--- config.mk ---
export PLATFORM = sky130hd
export DESIGN_NAME = vga_mem_bist_flat
export DESIGN_NICKNAME = d
export VERILOG_FILES = /design/src/rtl/vga_mem_bist_if.sv /design/src/rtl/vga_mem_bist.sv /design/src/flat_wrapper.sv
export SDC_FILE = /design/constraint.sdc
export NUM_CORES = 1
export LEC_CHECK = 0
export CORE_ASPECT_RATIO = 0.7
export CORE_MARGIN = 2
export CORE_UTILIZATION = 40
export DETAILED_ROUTE_END_ITERATION = 10
export PLACE_DENSITY = 0.66
export SYNTH_ARGS = -nofsm -noshare
export SYNTH_HDL_FRONTEND = slang
export SYNTH_SLANG_ARGS = --single-unit
--- constraint.sdc ---
create_clock -name clk_i -period 6.4 [get_ports clk_i]
set_input_delay 1.6 -clock clk_i [delete_from_list [all_inputs] [get_ports clk_i]]
set_output_delay 1.6 -clock clk_i [all_outputs]
set_load 0.02 [all_outputs]
--- src/rtl/vga_mem_bist_if.sv ---
// Memory-side bus of the vgachargen map BIST.
// master: driven by the BIST engine (channel select, address, write strobe/data),
//         receives read data from the selected channel.
// slave:  the map mux / memory side.
interface vga_mem_bist_if #(
  parameter int unsigned NUM_CH = 3,
  parameter int unsigned DATA_W = 32,
  parameter int unsigned ADDR_W = 10
);
  logic [NUM_CH-1:0]   mem_ch_sel_o;
  logic [ADDR_W-1:0]   mem_addr_o;
  logic                mem_we_o;
  logic [DATA_W/8-1:0] mem_be_o;
  logic [DATA_W-1:0]   mem_wdata_o;
  logic [DATA_W-1:0]   mem_rdata_i;

  modport master (
    output mem_ch_sel_o, mem_addr_o, mem_we_o, mem_be_o, mem_wdata_o,
    input  mem_rdata_i
  );

  modport slave (
    input  mem_ch_sel_o, mem_addr_o, mem_we_o, mem_be_o, mem_wdata_o,
    output mem_rdata_i
  );
endinterface

--- src/rtl/vga_mem_bist.sv ---
// Built-in self-test for the vgachargen maps (char map, colour map, TIFF).
// For every enabled channel: write a pattern to DEPTH words, read them back and compare.
// Ports:
//   clk_i, rst_i        system clock, synchronous active-low reset
//   start_i             start pulse, sampled only when idle
//   mode_i, ch_mask_i   pattern select and channel mask, latched on start
//   mem                 memory bus (master side)
//   busy_o, done_o      run in progress / one-cycle completion pulse
//   pass_o              result, valid from done_o until the next start
//   fail_ch_o, err_*_o  details of the first mismatch of the run
//   err_cnt_o           saturating mismatch count
module vga_mem_bist #(
  parameter int unsigned NUM_CH      = 3,
  parameter int unsigned DATA_W      = 32,
  parameter int unsigned ADDR_W      = 10,
  parameter int unsigned DEPTH       = 600,
  parameter int unsigned ADDR_STEP   = 1,
  parameter int unsigned RD_LATENCY  = 1,
  parameter int unsigned STOP_ON_ERR = 1
) (
  input  logic                   clk_i,
  input  logic                   rst_i,
  input  logic                   start_i,
  input  logic [1:0]             mode_i,
  input  logic [NUM_CH-1:0]      ch_mask_i,
  vga_mem_bist_if.master         mem,
  output logic                   busy_o,
  output logic                   done_o,
  output logic                   pass_o,
  output logic [$clog2(NUM_CH):0] fail_ch_o,
  output logic [ADDR_W-1:0]      err_addr_o,
  output logic [DATA_W-1:0]      err_exp_o,
  output logic [DATA_W-1:0]      err_act_o,
  output logic [15:0]            err_cnt_o
);

  localparam int unsigned CH_IDX_W = $clog2(NUM_CH) + 1;
  // Word counter also serves as the drain counter (up to RD_LATENCY-1 = 3).
  localparam int unsigned CNT_W = ($clog2(DEPTH + 1) > 2) ? $clog2(DEPTH + 1) : 2;

  typedef enum logic [2:0] {StIdle, StSel, StWrite, StRead, StDrain, StDone} state_e;

  function automatic logic [DATA_W-1:0] pattern(input logic [1:0] mode,
                                                input logic [CNT_W-1:0] k);
    logic [DATA_W-1:0] kx;
    logic [DATA_W-1:0] one;
    kx  = DATA_W'(k);
    one = DATA_W'(1);
    unique case (mode)
      2'd0: pattern = kx;
      2'd1: pattern = {(DATA_W / 8){kx[7:0]}};
      2'd2: pattern = ~kx;
      2'd3: pattern = one << (32'(k) % DATA_W);
    endcase
  endfunction

  function automatic logic [ADDR_W-1:0] word_addr(input logic [CNT_W-1:0] k);
    word_addr = ADDR_W'(32'(k) * ADDR_STEP);
  endfunction

  state_e                state_q, state_d;
  logic [1:0]            mode_q, mode_d;
  logic [NUM_CH-1:0]     mask_q, mask_d;
  logic [NUM_CH-1:0]     tested_q, tested_d;
  logic [CH_IDX_W-1:0]   cur_q, cur_d;
  logic [CNT_W-1:0]      k_q, k_d;

  logic [NUM_CH-1:0]     sel_q, sel_d;
  logic [ADDR_W-1:0]     addr_q, addr_d;
  logic                  we_q, we_d;
  logic [DATA_W/8-1:0]   be_q, be_d;
  logic [DATA_W-1:0]     wdata_q, wdata_d;
  logic                  busy_q, busy_d;
  logic                  done_q, done_d;
  logic                  pass_q, pass_d;
  logic [CH_IDX_W-1:0]   fail_ch_q, fail_ch_d;
  logic [ADDR_W-1:0]     err_addr_q, err_addr_d;
  logic [DATA_W-1:0]     err_exp_q, err_exp_d;
  logic [DATA_W-1:0]     err_act_q, err_act_d;
  logic [15:0]           err_cnt_q, err_cnt_d;

  // Expected-data pipeline: one entry per issued read, compared RD_LATENCY cycles later.
  logic                  pv_q    [RD_LATENCY];
  logic [DATA_W-1:0]     pexp_q  [RD_LATENCY];
  logic [ADDR_W-1:0]     paddr_q [RD_LATENCY];

  logic                  mismatch;
  logic                  flush;
  logic [NUM_CH-1:0]     pending;
  logic [CH_IDX_W-1:0]   pick;

  always_comb begin
    state_d    = state_q;
    mode_d     = mode_q;
    mask_d     = mask_q;
    tested_d   = tested_q;
    cur_d      = cur_q;
    k_d        = k_q;
    pass_d     = pass_q;
    fail_ch_d  = fail_ch_q;
    err_addr_d = err_addr_q;
    err_exp_d  = err_exp_q;
    err_act_d  = err_act_q;
    err_cnt_d  = err_cnt_q;
    pending    = mask_q & ~tested_q;
    pick       = '0;

    mismatch = ((state_q == StRead) || (state_q == StDrain)) && pv_q[RD_LATENCY-1] &&
               (mem.mem_rdata_i != pexp_q[RD_LATENCY-1]);

    unique case (state_q)
      StIdle: begin
        if (start_i) begin
          mode_d     = mode_i;
          mask_d     = ch_mask_i;
          tested_d   = '0;
          pass_d     = 1'b1;
          fail_ch_d  = '0;
          err_addr_d = '0;
          err_exp_d  = '0;
          err_act_d  = '0;
          err_cnt_d  = '0;
          state_d    = StSel;
        end
      end
      StSel: begin
        if (pending == '0) begin
          state_d = StDone;
        end else begin
          // Descending scan so the lowest pending channel wins.
          for (int i = int'(NUM_CH) - 1; i >= 0; i--) begin
            if (pending[i]) pick = CH_IDX_W'(i);
          end
          cur_d          = pick;
          tested_d[pick] = 1'b1;
          k_d            = '0;
          state_d        = StWrite;
        end
      end
      StWrite: begin
        if (k_q == CNT_W'(DEPTH - 1)) begin
          k_d     = '0;
          state_d = StRead;
        end else begin
          k_d = k_q + 1'b1;
        end
      end
      StRead: begin
        if (k_q == CNT_W'(DEPTH - 1)) begin
          k_d     = '0;
          state_d = StDrain;
        end else begin
          k_d = k_q + 1'b1;
        end
      end
      StDrain: begin
        if (k_q == CNT_W'(RD_LATENCY - 1)) begin
          k_d     = '0;
          state_d = StSel;
        end else begin
          k_d = k_q + 1'b1;
        end
      end
      StDone: state_d = StIdle;
      default: state_d = StIdle;
    endcase

    if (mismatch) begin
      if (err_cnt_q != 16'hFFFF) err_cnt_d = err_cnt_q + 16'd1;
      // pass_q still high means this is the first mismatch of the run.
      if (pass_q) begin
        fail_ch_d  = cur_q;
        err_addr_d = paddr_q[RD_LATENCY-1];
        err_exp_d  = pexp_q[RD_LATENCY-1];
        err_act_d  = mem.mem_rdata_i;
        pass_d     = 1'b0;
      end
      if (STOP_ON_ERR != 0) state_d = StDone;
    end

    // Outputs are registered, so they are decoded from the next state.
    busy_d  = (state_d != StIdle) && (state_d != StDone);
    done_d  = (state_d == StDone);
    we_d    = (state_d == StWrite);
    be_d    = we_d ? '1 : '0;
    wdata_d = we_d ? pattern(mode_d, k_d) : '0;
    addr_d  = ((state_d == StWrite) || (state_d == StRead)) ? word_addr(k_d) : '0;
    sel_d   = ((state_d == StWrite) || (state_d == StRead) || (state_d == StDrain)) ?
              (NUM_CH'(1) << cur_d) : '0;
    flush   = (state_d == StDone);
  end

  always_ff @(posedge clk_i) begin
    if (!rst_i) begin
      state_q    <= StIdle;
      mode_q     <= '0;
      mask_q     <= '0;
      tested_q   <= '0;
      cur_q      <= '0;
      k_q        <= '0;
      sel_q      <= '0;
      addr_q     <= '0;
      we_q       <= 1'b0;
      be_q       <= '0;
      wdata_q    <= '0;
      busy_q     <= 1'b0;
      done_q     <= 1'b0;
      pass_q     <= 1'b1;
      fail_ch_q  <= '0;
      err_addr_q <= '0;
      err_exp_q  <= '0;
      err_act_q  <= '0;
      err_cnt_q  <= '0;
    end else begin
      state_q    <= state_d;
      mode_q     <= mode_d;
      mask_q     <= mask_d;
      tested_q   <= tested_d;
      cur_q      <= cur_d;
      k_q        <= k_d;
      sel_q      <= sel_d;
      addr_q     <= addr_d;
      we_q       <= we_d;
      be_q       <= be_d;
      wdata_q    <= wdata_d;
      busy_q     <= busy_d;
      done_q     <= done_d;
      pass_q     <= pass_d;
      fail_ch_q  <= fail_ch_d;
      err_addr_q <= err_addr_d;
      err_exp_q  <= err_exp_d;
      err_act_q  <= err_act_d;
      err_cnt_q  <= err_cnt_d;
    end
  end

  // Stage 0 captures the word whose address is on the bus this cycle.
  always_ff @(posedge clk_i) begin
    if (!rst_i || flush) begin
      for (int i = 0; i < int'(RD_LATENCY); i++) begin
        pv_q[i]    <= 1'b0;
        pexp_q[i]  <= '0;
        paddr_q[i] <= '0;
      end
    end else begin
      pv_q[0]    <= (state_q == StRead);
      pexp_q[0]  <= pattern(mode_q, k_q);
      paddr_q[0] <= word_addr(k_q);
      for (int i = 1; i < int'(RD_LATENCY); i++) begin
        pv_q[i]    <= pv_q[i-1];
        pexp_q[i]  <= pexp_q[i-1];
        paddr_q[i] <= paddr_q[i-1];
      end
    end
  end

  assign mem.mem_ch_sel_o = sel_q;
  assign mem.mem_addr_o   = addr_q;
  assign mem.mem_we_o     = we_q;
  assign mem.mem_be_o     = be_q;
  assign mem.mem_wdata_o  = wdata_q;
  assign busy_o           = busy_q;
  assign done_o           = done_q;
  assign pass_o           = pass_q;
  assign fail_ch_o        = fail_ch_q;
  assign err_addr_o       = err_addr_q;
  assign err_exp_o        = err_exp_q;
  assign err_act_o        = err_act_q;
  assign err_cnt_o        = err_cnt_q;

endmodule

--- src/flat_wrapper.sv ---
// flat-port wrapper written by rule: the top's interface ports become plain ports
module vga_mem_bist_flat 
#(
  parameter int unsigned NUM_CH      = 3,
  parameter int unsigned DATA_W      = 32,
  parameter int unsigned ADDR_W      = 10,
  parameter int unsigned DEPTH       = 600,
  parameter int unsigned ADDR_STEP   = 1,
  parameter int unsigned RD_LATENCY  = 1,
  parameter int unsigned STOP_ON_ERR = 1
)
  (clk_i, rst_i, start_i, mode_i, ch_mask_i, busy_o, done_o, pass_o, fail_ch_o, err_addr_o, err_exp_o, err_act_o, err_cnt_o, mem_mem_ch_sel_o, mem_mem_addr_o, mem_mem_we_o, mem_mem_be_o, mem_mem_wdata_o, mem_mem_rdata_i);
  vga_mem_bist_if #(.NUM_CH(NUM_CH), .DATA_W(DATA_W), .ADDR_W(ADDR_W)) mem_i ();
  input  logic clk_i;
  input  logic rst_i;
  input  logic start_i;
  input  logic [1:0] mode_i;
  input  logic [NUM_CH-1:0] ch_mask_i;
  output logic busy_o;
  output logic done_o;
  output logic pass_o;
  output logic [$clog2(NUM_CH):0] fail_ch_o;
  output logic [ADDR_W-1:0] err_addr_o;
  output logic [DATA_W-1:0] err_exp_o;
  output logic [DATA_W-1:0] err_act_o;
  output logic [15:0] err_cnt_o;
  output wire logic [$bits(mem_i.mem_ch_sel_o)-1:0] mem_mem_ch_sel_o;
  output wire logic [$bits(mem_i.mem_addr_o)-1:0] mem_mem_addr_o;
  output wire logic [$bits(mem_i.mem_we_o)-1:0] mem_mem_we_o;
  output wire logic [$bits(mem_i.mem_be_o)-1:0] mem_mem_be_o;
  output wire logic [$bits(mem_i.mem_wdata_o)-1:0] mem_mem_wdata_o;
  input wire logic [$bits(mem_i.mem_rdata_i)-1:0] mem_mem_rdata_i;
  assign mem_mem_ch_sel_o = mem_i.mem_ch_sel_o;
  assign mem_mem_addr_o = mem_i.mem_addr_o;
  assign mem_mem_we_o = mem_i.mem_we_o;
  assign mem_mem_be_o = mem_i.mem_be_o;
  assign mem_mem_wdata_o = mem_i.mem_wdata_o;
  assign mem_i.mem_rdata_i = mem_mem_rdata_i;
  vga_mem_bist #(.NUM_CH(NUM_CH), .DATA_W(DATA_W), .ADDR_W(ADDR_W), .DEPTH(DEPTH), .ADDR_STEP(ADDR_STEP), .RD_LATENCY(RD_LATENCY), .STOP_ON_ERR(STOP_ON_ERR)) u_core (.clk_i(clk_i), .rst_i(rst_i), .start_i(start_i), .mode_i(mode_i), .ch_mask_i(ch_mask_i), .mem(mem_i), .busy_o(busy_o), .done_o(done_o), .pass_o(pass_o), .fail_ch_o(fail_ch_o), .err_addr_o(err_addr_o), .err_exp_o(err_exp_o), .err_act_o(err_act_o), .err_cnt_o(err_cnt_o));
endmodule
Word-level counts from Yosys, hierarchy flattened:

Memories as Yosys holds them, arrays and structs flattened.
Cells that the tools add are included.

* RAM bits: 43
* register bits after elaboration: 170
* memories: 3
* word-level logic and storage cells: 141
* bits of input ports: 40

* eq/ne operators: 20
* multiplexer cells: 62
* order comparisons: 2
* reduce and logical (&&, ||, !) cells: 25
* bitwise logic cells: 5
* shifts and indexed selects: 3
* add/subtract/negate cells: 2

Memories
* u_core.pexp_q: words 1, width 32, read ports 1, clocked after Yosys merged registers in 0, write ports 1, RTL line vga_mem_bist.sv:84 `logic [DATA_W-1:0] pexp_q [RD_LATENCY];`
* u_core.paddr_q: words 1, width 10, read ports 1, clocked after Yosys merged registers in 0, write ports 1, RTL line vga_mem_bist.sv:85 `logic [ADDR_W-1:0] paddr_q [RD_LATENCY];`
* u_core.pv_q: words 1, width 1, read ports 1, clocked after Yosys merged registers in 0, write ports 1, RTL line vga_mem_bist.sv:83 `logic pv_q [RD_LATENCY];`

Operators by type and width (number)
* $mux 32: 10
* $pmux 32 s4: 2
* $mux 10: 8
* $mux 16: 4
* $not 10->32: 2
* $shl 1x5->32 const A: 2
* $mux 3: 16
* $ne 32x32->1: 1
* $reduce_or 32->1: 1
* $pmux 10 s3: 1
* $add 16x1->16 const B: 1
* $ne 16x16->1 const B: 1
* $pmux 3 s5: 1
* $eq 3x2->1 const B: 4
* $mux 1: 12
* $add 10x1->10 const B: 1
* $eq 10x10->1 const B: 1
* $logic_not 10->1: 1
* $mux 2: 5
* $reduce_or 10->1: 1
* $eq 3x3->1 const B: 3
* $eq 2x2->1 const B: 4
* $reduce_and 2->1: 4
* $logic_not 3->1: 2
* 22 further kinds: 31

Depth between registers and ports, before layout:

* depth in word-level cells: 14
* mapped depth: 11
* mapped depth without buffers: 9

Least setup slack after synthesis:

No wires, ideal clock.

* path type: input to register
* start: input port start_i
* end: register u_core.wdata_q[9], in the netlist u_core.mem.mem_wdata_o[9]
* buffers on the path: 0
* setup time: 0.119 ns
* data arrival time: 3.299 ns
* setup slack: 2.983 ns
* required time: 6.281 ns
* cell stages on the path: 6
* cell sequence: nor4b_2 -> mux2_2 -> nand2_1 -> nor2_1 -> and4_1 -> o221a_1

* word-level cells in the longest chain between the ends: 5
* elaborated cells between the ends (all ways): 12
* those cells by class: eq/ne (4); mux (6); reduce/logical (2)

Ends and longest elaborated chain
* start: declaration: RTL line flat_wrapper.sv:16 `input logic start_i;`
* $mux 3: RTL line vga_mem_bist.sv:113 `if (start_i) begin`
* $pmux 3 s5: RTL line vga_mem_bist.sv:111 `unique case (state_q)`
* $mux 3: RTL line vga_mem_bist.sv:168 `if (mismatch) begin`
* $eq 3x2->1: RTL line vga_mem_bist.sv:184 `we_d = (state_d == StWrite);`
* $reduce_and 2->1 (no line)
* end signal: assignment: RTL line vga_mem_bist.sv:225 `wdata_q <= wdata_d;`
* end: declaration: RTL line vga_mem_bist.sv:72 `logic [DATA_W-1:0] wdata_q, wdata_d;`

Parallel ways exist; a longest one is shown, timed or not.
A chain may end at the register's enable or synchronous reset.

Worst setup path after layout:

* start: input port mem_mem_rdata_i[22]
* end: register u_core.err_act_q[21], in the netlist u_core.err_act_o[21]

* word-level cells in the longest chain between the ends: 3

Ends and longest elaborated chain
* start: declaration: RTL line flat_wrapper.sv:32 `input wire logic [$bits(mem_i.mem_rdata_i)-1:0] mem_mem_rdata_i;`
* $ne 32x32->1: RTL line vga_mem_bist.sv:109 `(mem.mem_rdata_i != pexp_q[RD_LATENCY-1]);`
* $logic_and 1x1->1: RTL line vga_mem_bist.sv:108 `mismatch = ((state_q == StRead) || (state_q == StDrain)) && pv_q[RD_LATENCY-1] &&`
* $mux 32: RTL line vga_mem_bist.sv:168
* end signal: assignment: RTL line vga_mem_bist.sv:232 `err_act_q <= err_act_d;`
* end: declaration: RTL line vga_mem_bist.sv:79 `logic [DATA_W-1:0] err_act_q, err_act_d;`

Every way passes these cells.

==> results.md <==
- Critical Path End Type: flip-flop
- Average size of a mapped cell: 9.37 um^2
- Synth cell count leaders: dfxtp_1 (209), nand2_1 (106), a22o_1 (80), a21oi_1 (76), nor2_1 (59)
- Count leader, synth: dfxtp_1
- LEAKAGE: 4.05 nW
- IO Pins: 186
- Number of port buffers: 185
- Area leader, netlist: dfxtp_1
- Area of the die: 0.0222 mm^2
- FMAX: 238 MHz
- Initial Util: 40.7%
- Clk slew on worst S/H paths: 0.06 ns
- Fin crit share: between 60% and 70%
- FF+latch count, synth: 209
- DRC Markers: 0
- Syn Nets: 946
- Root Buffer: clkbuf_16
- Drt first pass iters: 5
- Detailed-route wire length per cell: between 15 and 20 um
- Initial antenna violation count: 0
- Grt ovf: 0
- Setup TNS: 0 ns
- Vias per std cell: between 5 and 6
- Number of synthesized flops with an enable pin: 0
- DR vias: 7032
- CTS tree: built
- Worst slew margin: between 20 and 30%
- Resized cells post-CTS: 0
- Clock tree buffer depth: 3
- Clock Skews: 0.00814 ns
- GRT Overall Usage: 19.7%
- First-pass GRT wire length: 35500 um
- CTS H-tree depth: 1
- Iter 0 DRT Violations: 500
- Number of diodes: 0
- Hold Path Class: flip-flop to flip-flop
- Core Region: 0.0207 mm^2
- CTS Buf Count: 21
- Share of Yosys cell area claimed by the top area cell type: about half
- Critical Path RT: 6.78 ns
- Post-Synth Simple-Gate Area: about a fifth
- Final WL: 22600 um
- # setup viols final: 0
- Mapped Cells: 899
- Pwr/cell area: 274 mW/mm^2
- GP Congestion: 0.886
- Hold Vio Cnt, Final: 0
- Fin crit period: 4.20 ns
- Max Slew Vio Count: 0
- Placed wire-length estimate: around 16000 um
- RSZ-0062 raised after global routing: false
- Clock latency on the worst-skew pair: slightly below 0.5 ns
- Die W: 177 um
- Register Area: 0.00418 mm^2
- Area of the multi-input gates: between 0.003 and 0.004 mm^2
- Total Power: 3.03 mW
- Outcome: completed
- # Post-CTS Setup Buffers: 0
- Largest family of logic cells by synthesized area: compound AO/OA/AOI/OAI gates
- Maxcap violations: 0
- Post-synthesis xor/xnor area fraction: 4.27%
- Area fraction in compound gates after synthesis: 20.2%
- Slew @ Worst Pin: 1.07 ns
- CP Data Arrival Time: 4.58 ns
- Die height: 125 um
- Crit-path max FO: 53
- Crit path kind: input pin to flip-flop
- Sequential-to-total area share from yosys stat: 49.7%
- Post-synth top flop: dfxtp_1
- Nature of the critical path startpoint: input pin
- Post-synthesis mux area share: less than 1%
- Post-Synth Adder-Cell Area: roughly 1.0%
- Async SR Flop Fraction: 0%
- CTS Sinks: approximately 210
- Number of global-route vias before repair: ~6.5k
- Layout Nets: 1093
- Hold buffers post-CTS: 0
- Area delta synth->final: 31.4%
- Netlist cell types: 77
- Post-route antenna net violation count: 0
- Worst vdd ir: ~140 uV
- Total of warnings raised by yosys: 0
- Row count: 44
- Fill cell count: 1908
- Hold Slack: roughly 0.44 ns
- Synth Cell Area: 0.00842 mm^2
- Layout cell share with drive strength beyond 1: between 7 and 8%
- Largest net degree at the start of global routing: 60
- Synth area leaders: dfxtp_1 (50%), a22o_1 (8.3%), nand2_1 (4.7%)
path summary, 6_finish.rpt:
check | depth (start not counted) | end | start | slack (ns)
max | 10 | u_core.err_act_o[21]$_SDFF_PN0_ | mem_mem_rdata_i[22] | 2.20
min | 1 | u_core.err_addr_o[8]$_SDFF_PN0_ | u_core.paddr_q[0][8]$_SDFF_PP0_ | 0.44
min reg2reg | 1 | u_core.err_addr_o[8]$_SDFF_PN0_ | u_core.paddr_q[0][8]$_SDFF_PP0_ | 0.44
max reg2reg | 7 | u_core.mem.mem_wdata_o[27]$_SDFF_PN0_ | u_core.state_q[1]$_SDFF_PN0_ | 3.27
cell type report:
cell class | count | area share, %
Sequential cell | 209 | 37.8
Multi-Input combinational cell | 611 | 34.9
Timing Repair Buffer | 192 | 17.3
Clock buffer | 27 | 5.31
Tap cell | 276 | 3.12
Clock inverter | 11 | 1.21
Inverter | 11 | 0.373
logic make-up after synthesis:
| family | after synthesis |
|---|---|
| muxes | 7 |
| adders and majority gates | 7 |
| DFF | 209 |
| AOI/OAI and AO/OA | 241 |
| xor gates and xnor gates | 41 |
| buffers and inverters | 79 |
| and+or+nand+nor | 315 |
layout by cell type, fill, tap and decap left out, drive strengths merged, types with 6 or more instances in the layout:
cell type | synthesis | final
a21oi | 77 | 77
a211oi | 6 | 6
dfxtp | 209 | 209
nor4 | 19 | 19
and2 | 20 | 20
buf | 24 | 7
nand3 | 15 | 15
clkbuf | 44 | 27
clkinv | 0 | 7
or3 | 8 | 8
nand2b | 17 | 17
nor3 | 14 | 14
inv | 11 | 12
nand4 | 9 | 9
a22o | 81 | 81
xor2 | 33 | 33
xnor2 | 8 | 8
nor2b | 12 | 12
nand2 | 107 | 107
ha | 7 | 7
a22oi | 8 | 8
o21ai | 34 | 34
nor2 | 60 | 60
and3 | 14 | 14
clkdlybuf4s50 | 0 | 185
layer usage:
metal / track usage [%] / share of wire, %
met1: 31.7 / 53
met2: 26.6 / 38
met3: 4.38 / 7.8
met4: 3.18 / 1.1
met5: 0 / 0
sequential cells by signal (all words and copies together) (netlist names), 2 cells and up:
register and flops:
u_core.err_act_o 32, u_core.err_exp_o 32, u_core.mem.mem_wdata_o 32, u_core.pexp_q 32
u_core.err_cnt_o 16, u_core.err_addr_o 10, u_core.k_q 10, u_core.mem.mem_addr_o 10
u_core.paddr_q 10, u_core.cur_q 3, u_core.fail_ch_o 3, u_core.mask_q 3
u_core.mem.mem_ch_sel_o 3, u_core.state_q 3, u_core.tested_q 3, u_core.mode_q 2
worst max-delay path, stage by stage:
cell             delay, ns
clkdlybuf4s50_1       0.44
xor2_1                0.15
nor4_1                0.59
nand4_1               0.20
o211ai_1              0.24
buf_4                 0.23
nor2_1                0.09
and2_2                0.36
buf_4                 0.37
a22o_1                0.26
through the flow:
step	std cells	cell area [um^2]	util (%)	setup WS (ns)
2_1_floorplan	899	8420	-	2.98
3_3_place_gp	1299	10300	50.0	1.57
3_5_place_dp	1299	10300	50.0	1.68
4_1_cts	1337	11100	53.5	2.19
5_1_grt	1337	11100	53.5	2.02
6_report	1337	11100	53.5	2.20
power breakdown:
part           internal (mW)  switching [mW]  leakage [nW]  total, mW
Combinational          0.135           0.248          2.00      0.382
Sequential              1.34          0.0376          1.69       1.38
Clock                  0.771           0.498         0.364       1.27
Total                   2.24           0.783          4.05       3.03
Power figures use the tool's default switching activity.
